### config.mk
export PLATFORM = sky130hd
export DESIGN_NAME = mem_ctrl
export DESIGN_NICKNAME = d
export VERILOG_FILES = /design/src/rtl/mem_ctrl_pkg.sv /design/src/rtl/mem_arbiter.sv /design/src/rtl/mem_ctrl.sv
export SDC_FILE = /design/constraint.sdc
export NUM_CORES = 1
export LEC_CHECK = 0
export ABC_AREA = 1
export ABC_CLOCK_PERIOD_IN_PS = 2240
export BUFFER_PORTS_ARGS = -buffer_cell sky130_fd_sc_hd__buf_4
export CAP_MARGIN = 20
export CORE_MARGIN = 4
export CORE_UTILIZATION = 25
export DETAILED_ROUTE_END_ITERATION = 8
export PLACE_DENSITY = 0.55
export REMOVE_ABC_BUFFERS = 1
export SLEW_MARGIN = 10
export SYNTH_ARGS = -nofsm -noshare
export SYNTH_HDL_FRONTEND = slang
export SYNTH_HIERARCHICAL = 1
export SYNTH_SLANG_ARGS = --single-unit
### constraint.sdc
create_clock -name clk -period 2.24 [get_ports clk]
set_clock_uncertainty 0.1 [all_clocks]
set_input_delay 0.112 -clock clk [delete_from_list [all_inputs] [get_ports clk]]
set_output_delay 0.112 -clock clk [all_outputs]
set_load 0.03 [all_outputs]
### src/rtl/mem_ctrl_pkg.sv
// Shared tags, address-space codes and helpers for the memory controller.
package mem_ctrl_pkg;

  localparam int unsigned TAG_W = 2;

  localparam logic [TAG_W-1:0] TAG_IDLE = 2'b00;
  localparam logic [TAG_W-1:0] TAG_IC   = 2'b01;
  localparam logic [TAG_W-1:0] TAG_DC   = 2'b10;

  // Top two address bits selecting the IO space
  localparam logic [1:0] IO_SPACE = 2'b11;

  // Owner of the single outstanding RAM access
  typedef enum logic [TAG_W-1:0] {
    ST_IDLE = TAG_IDLE,
    ST_IC   = TAG_IC,
    ST_DC   = TAG_DC
  } tag_e;

  // True when the address-space bits point at IO
  function automatic logic is_io(input logic [1:0] space);
    return space == IO_SPACE;
  endfunction

endpackage

### src/rtl/mem_arbiter.sv
// Combinational grant and RAM/IO bus mux: dcache over icache, IO blocked while buffer full.
module mem_arbiter
  import mem_ctrl_pkg::*;
#(
  parameter int unsigned ADDR_W = 18
) (
  input  logic              issue_en,
  input  logic              io_buffer_full,
  input  logic              ic_get_en,
  input  logic [ADDR_W-1:0] ic_addr,
  input  logic              dc_get_en,
  input  logic              dc_write_mode,
  input  logic [ADDR_W-1:0] dc_addr,
  input  logic [7:0]        dc_data,
  output tag_e              grant,
  output logic [ADDR_W-1:0] mem_a,
  output logic [7:0]        mem_dout,
  output logic              mem_wr
);

  logic dc_blocked;

  // dcache IO accesses must wait for room in the IO buffer
  assign dc_blocked = is_io(dc_addr[ADDR_W-1 -: 2]) && io_buffer_full;

  // Pick the winner and steer its address/data onto the bus
  always_comb begin
    grant    = ST_IDLE;
    mem_a    = '0;
    mem_dout = '0;
    mem_wr   = 1'b0;
    if (issue_en) begin
      if (dc_get_en && !dc_blocked) begin
        grant    = ST_DC;
        mem_a    = dc_addr;
        mem_dout = dc_data;
        mem_wr   = dc_write_mode;
      end else if (ic_get_en) begin
        grant = ST_IC;
        mem_a = ic_addr;
      end
    end
  end

endmodule

### src/rtl/mem_ctrl.sv
// Byte-wide icache/dcache arbiter for the single-port RAM/IO bus with in-flight tagging.
module mem_ctrl
  import mem_ctrl_pkg::*;
#(
  parameter int unsigned ADDR_W = 18,
  parameter int unsigned CNT_W  = 32
) (
  input  logic              clk,
  input  logic              rst,
  input  logic              hci_rdy,
  input  logic              io_buffer_full,
  input  logic              ic_get_en,
  input  logic [ADDR_W-1:0] ic_addr,
  output logic              ic_out_en,
  output logic [7:0]        ic_content,
  input  logic              dc_get_en,
  input  logic              dc_write_mode,
  input  logic [ADDR_W-1:0] dc_addr,
  input  logic [7:0]        dc_data,
  output logic              dc_out_en,
  output logic [7:0]        dc_content,
  input  logic [7:0]        mem_din,
  output logic [7:0]        mem_dout,
  output logic [ADDR_W-1:0] mem_a,
  output logic              mem_wr,
  output logic [CNT_W-1:0]  dbg_rd_cnt,
  output logic [CNT_W-1:0]  dbg_wr_cnt
);

  tag_e             grant;
  tag_e             tag_q, tag_d;
  logic             issue_en;
  logic [CNT_W-1:0] rd_cnt_q, rd_cnt_d;
  logic [CNT_W-1:0] wr_cnt_q, wr_cnt_d;

  // Nothing goes on the bus while frozen or held in reset
  assign issue_en = hci_rdy && !rst;

  mem_arbiter #(
    .ADDR_W (ADDR_W)
  ) u_arb (
    .issue_en       (issue_en),
    .io_buffer_full (io_buffer_full),
    .ic_get_en      (ic_get_en),
    .ic_addr        (ic_addr),
    .dc_get_en      (dc_get_en),
    .dc_write_mode  (dc_write_mode),
    .dc_addr        (dc_addr),
    .dc_data        (dc_data),
    .grant          (grant),
    .mem_a          (mem_a),
    .mem_dout       (mem_dout),
    .mem_wr         (mem_wr)
  );

  // Next tag is this cycle's grant; counters advance per issued byte
  always_comb begin
    tag_d    = grant;
    rd_cnt_d = rd_cnt_q;
    wr_cnt_d = wr_cnt_q;
    if (grant != ST_IDLE) begin
      if (mem_wr) wr_cnt_d = wr_cnt_q + CNT_W'(1);
      else        rd_cnt_d = rd_cnt_q + CNT_W'(1);
    end
  end

  // Tag and counter registers
  always_ff @(posedge clk) begin
    if (rst) begin
      tag_q    <= ST_IDLE;
      rd_cnt_q <= '0;
      wr_cnt_q <= '0;
    end else begin
      tag_q    <= tag_d;
      rd_cnt_q <= rd_cnt_d;
      wr_cnt_q <= wr_cnt_d;
    end
  end

  assign ic_out_en  = (tag_q == ST_IC);
  assign dc_out_en  = (tag_q == ST_DC);
  assign ic_content = mem_din;
  assign dc_content = mem_din;
  assign dbg_rd_cnt = rd_cnt_q;
  assign dbg_wr_cnt = wr_cnt_q;

endmodule

---- Yosys cells after proc, flatten, opt, wreduce, memory -nomap -nowiden ----
Index checks and enable logic that the tools add are counted.
Widths: inputs -> output; s select.
storage, ports and cells
  bits of input ports ..................... 59
  output and inout port bits .............. 109
  flip-flop bits (word level) ............. 66
  logic and storage cells ................. 27
operators by class
  add/subtract/negate cells ............... 2
  mux-type cells .......................... 10
  equality and inequality tests ........... 3
  bitwise logic cells ..................... 1
  reduce and logical (&&, ||, !) cells .... 8
operators with widths
  kind                   number
  $add 32x1->32 const B  2
  $mux 18                3
  $mux 8                 2
  $eq 2x2->1 const B     2
  $mux 2                 2
  $reduce_and 2->1       2
  $logic_and 1x1->1      3
  $mux 1                 3
  $eq 2x1->1 const B     1
  $logic_not 1->1        2
  $reduce_bool 2->1      1
  $not 1->1              1

---- Depth between registers and ports, before layout ----
  depth after elaboration ................. 8
  depth in mapped cells ................... 16
  gate-level depth less buffers ........... 15

---- Hierarchy ----
The synthesis kept the hierarchy.
by module, submodules not included
  module       seq. area each (µm²)  area an instance (µm²)  cells an instance  instances
  mem_ctrl     1321.3                3633.5                  561                1
  mem_arbiter  0.0                   748.2                   157                1

---- Least setup slack after synthesis ----
OpenSTA, ideal clock, no wires.
  kind .................................... input -> register
  start ................................... input rst
  end ..................................... register wr_cnt_q[30] (netlist: dbg_wr_cnt[30])
  buffers on the path ..................... 4
  arrival time ............................ 2304 ps
  setup time .............................. 116 ps
  stages on the path ...................... 14
  slack ................................... -280 ps
  data required time ...................... 2024 ps
  cell sequence ........................... clkbuf_1 clkbuf_1 nor2_1 clkbuf_4 nand2_2 nor2_1 inv_2 nor2_4 buf_6 nand2_1 nor2_2 nand3_1 o21ai_0 nor2_1
on the way
  elaborated cells on any way between the ends .. 6
  those cells by class .................... mux: 2; reduce/logical: 4
RTL lines
  item                        line               source
  start, declared             mem_ctrl.sv:9      input logic rst,
  $logic_not 1->1             mem_ctrl.sv:37     assign issue_en = hci_rdy && !rst;
  $logic_and 1x1->1           mem_ctrl.sv:37
  net issue_en                mem_ctrl.sv:32     logic issue_en;
  $mux 1                      mem_arbiter.sv:32  if (issue_en) begin
  net mem_wr                  mem_ctrl.sv:25     output logic mem_wr,
  $reduce_and 2->1 (no line)  n/a
  end signal, assigned        mem_ctrl.sv:76     wr_cnt_q <= wr_cnt_d;
  end, declared               mem_ctrl.sv:34     logic [CNT_W-1:0] wr_cnt_q, wr_cnt_d;
The timed path passes the listed nets, and every way through them passes these cells.
A chain may end at the register's enable or synchronous reset.

---- Worst setup path after layout ----
  start ................................... register rd_cnt_q[0] (netlist: dbg_rd_cnt[0])
  end ..................................... register rd_cnt_q[20] (netlist: dbg_rd_cnt[20])
on the way
  longest elaborated chain between the ends .. 1
RTL lines
  item                    line            source
  start, declared         mem_ctrl.sv:33  logic [CNT_W-1:0] rd_cnt_q, rd_cnt_d;
  start signal, assigned  mem_ctrl.sv:75  rd_cnt_q <= rd_cnt_d;
  $add 32x1->32           mem_ctrl.sv:63  else rd_cnt_d = rd_cnt_q + CNT_W'(1);
Every way passes these cells.

==> impl_metrics.tcl <==
set metrics [dict create \
    synth_top_cell_by_area "dfxtp_1" \
    insertion_delay_ns 0.33 \
    critPathArrivalTime_ns 1.89 \
    period_share_pct 77.1 \
    hp-class "input pin to register" \
    dp_worst_setup_slack_ns 0.231 \
    final_cells 1076 \
    path_clk_slew_ns 0.06 \
    wirelength_um 14000 \
    end_kind "register" \
    crit_path_frequent_cell "nand2_1" \
    rsz0062_at_grt "false" \
    dr.pass1.iters 4 \
    cp_slowest_cell "dfxtp_1" \
    synth-warning-count 6 \
    timing.fmax_mhz 579 \
    grt_usage_pct 14.0 \
    clockBufferDepth 2 \
    drive_gt1_share_pct 24.1 \
    syn_inst 718 \
    p_sw_mw 0.703 \
    port_buffers 143 \
    synthFlopType "dfxtp_1" \
    fin_crit_ns 1.73 \
    core_area_um2 17200 \
    fin_util_pct 33.8 \
    cts_max_level 3 \
    post_cts_resized 0 \
    critical_path_buf_inv_count 1 \
    hold_ws_ns 0.109 \
    path_delay_family "simple AND/OR/NAND/NOR gates" \
    cp-start-kind "register" \
    syn_area_per_cell_um2 6.10 \
    grt_overflow 0 \
    floorplan.initialDensity_pct 25.4 \
    drv_slew 0 \
    wl_per_cell_um 13.0 \
    finalHoldViolCount 0 \
    num_vias 4627 \
    tns_ns 0 \
    globalplace.congestion 0.841 \
    max_slew_margin_pct 72.6 \
    diodes 0 \
    place_inst 1060 \
    worst_slew_pin_slew_ns 0.409 \
    die-area_um2 19700 \
    synth-seq-cells 66 \
    num_rows 48 \
    drtIter0Drc 284 \
    post_cts.repair.setup_buffers 0 \
    fin_ws_ns 0.514 \
    clock_sinks 66 \
    power.total_mw 2.79 \
    vias_per_cell 4.30 \
    grt_pass1_wl_um 22500 \
    clock-root-buffer "clkbuf_16" \
    hold_buffers 0 \
    p_int_mw 2.09 \
    die_h_um 140 \
    synth_area_leaders "dfxtp_1 (30%), nand2_1 (14%), nor2_1 (11%)" \
    yosysSeqAreaShare_pct 30.2 \
    cp_cell_sequence "ha_1, nand3_1, inv_1, nand3_1, nor2_4, nand2_1, nand2_1, nand2_1, nor2_1" \
    ys_types 34 \
    dieWidth_um 140 \
    crit_type "register to register" \
    antenna_left 0 \
    cpPeakStageDelay_ns 0.40 \
    switching_share_pct 25.1 \
    seqPwrFrac_pct 42.3 \
    synthToLayoutAreaGrowth_pct 32.8 \
    tritoncts "built" \
    maxCapViolCount 0 \
    design_area_um2 5820 \
    cts_inserted_buffers 9 \
    hpwl_um 11000 \
    vdd_ir_drop_max_mv 0.358 \
    pwr-share-comb_pct 11.6 \
    ios 168 \
    setup_viol 0 \
    nNetsFinal 907 \
    critPathMaxFanout 8 \
    yosysTopAreaCellShare_pct 30.2 \
    grt_pass1_vias 4358 \
    power_density_nw_per_um2 480 \
    syn_area_um2 4380 \
    synth_edf_count 0 \
    drc_errors 0 \
    grt_max_degree 35 \
    dpl_cell_area_um2 5550 \
    antenna_found_initial 0 \
    p_clk_share_pct 46.1 \
    power.leakage_nw 2.72 \
    status "finished clean" \
    cp.required_ns 2.40 \
    ys_async_sr_fraction_pct 0 \
]
[metal layers]
layer  track usage, %  vias up  wire, um  part of all wire [%]
met4             2.86        0       138                  0.98
met5                0        -         0                     0
met1             16.9     2036      6040                    43
li1                 -     2465         -                     -
met3             4.85       12       990                   7.1
met2             24.3      114      6860                    49
[cell families after synthesis]
kind of cell               share of synthesized area, %
and+or+nand+nor                                    42.6
buffers and inverters                              16.1
AOI/OAI and AO/OA                                  9.34
DFF                                                30.2
xor gates and xnor gates                           1.20
adders and majority gates                         0.571
[cell usage in the layout (no fill, tap or decap), types with 5 or more instances in the layout]
master and count:
nand3_1 44, nand2_1 165, nor2_2 8, xor2_1 5, a21oi_1 46, nand4_1 20, dfxtp_1 66, nor3_1 11
nor2_1 134, inv_1 115, clkbuf_16 9, buf_4 154, nand3_2 14, o21ai_0 22, nor2_4 7
[sequential cells by signal, summed over array words and instances (netlist names)]
| signal | cells |
|---|---|
| tag_q | 2 |
| dbg_rd_cnt | 32 |
| dbg_wr_cnt | 32 |
[path summary, 6_finish.rpt]
path / slack [ns] / cells past startpoint / to / start
setup / recovery: 0.51 / 9 / dbg_rd_cnt[20] / dbg_rd_cnt[0]
hold / removal: 0.11 / 6 / tag_q[0] / rst
setup reg to reg: 0.51 / 9 / dbg_rd_cnt[20] / dbg_rd_cnt[0]
hold reg to reg: 0.39 / 1 / dbg_wr_cnt[13] / dbg_wr_cnt[13]
[worst reg2reg max path, delay by kind of cell, from the launching register on]
| family | cells | cell delay, ns |
|---|---|---|
| simple gates | 7 | 0.81 |
| flops | 1 | 0.40 |
| buf+inv | 1 | 0.12 |
| fa+ha+maj | 1 | 0.23 |
[layout make-up]
class | instances | area [um^2]
clock buffer | 13 | 250
clock inverter | 3 | 15.0
fill | 1894 | 11400
inverter | 117 | 439
multi-input combinational | 498 | 2350
sequential | 66 | 1320
tap | 225 | 282
timing repair buffer | 154 | 1160
[power by group through the flow]
stage	combinational (mW)	sequential, mW	clock, mW
final	0.324	1.18	1.29
after global routing	0.359	1.18	1.37
after global placement	0.324	1.21	0
after detailed placement	0.327	1.21	0
after floorplan	0.155	1.21	0
after CTS	0.329	1.18	1.33
[synthesized netlist by cell type (2+ instances only)]
library cell,instances
nor2_2,8
nand2_2,3
inv_1,115
ha_1,2
inv_2,2
a21oi_1,46
buf_6,5
nor3_1,11
nor2_1,134
o21ai_1,2
nand4_1,20
dfxtp_1,66
nand2_1,165
nand3_2,14
nand3_1,44
buf_4,22
nor2_4,7
clkbuf_1,5
buf_2,3
xor2_1,5
a31oi_1,3
nor3b_1,2
o21a_1,2
o21ai_0,22
Power figures use the tool's default switching activity.
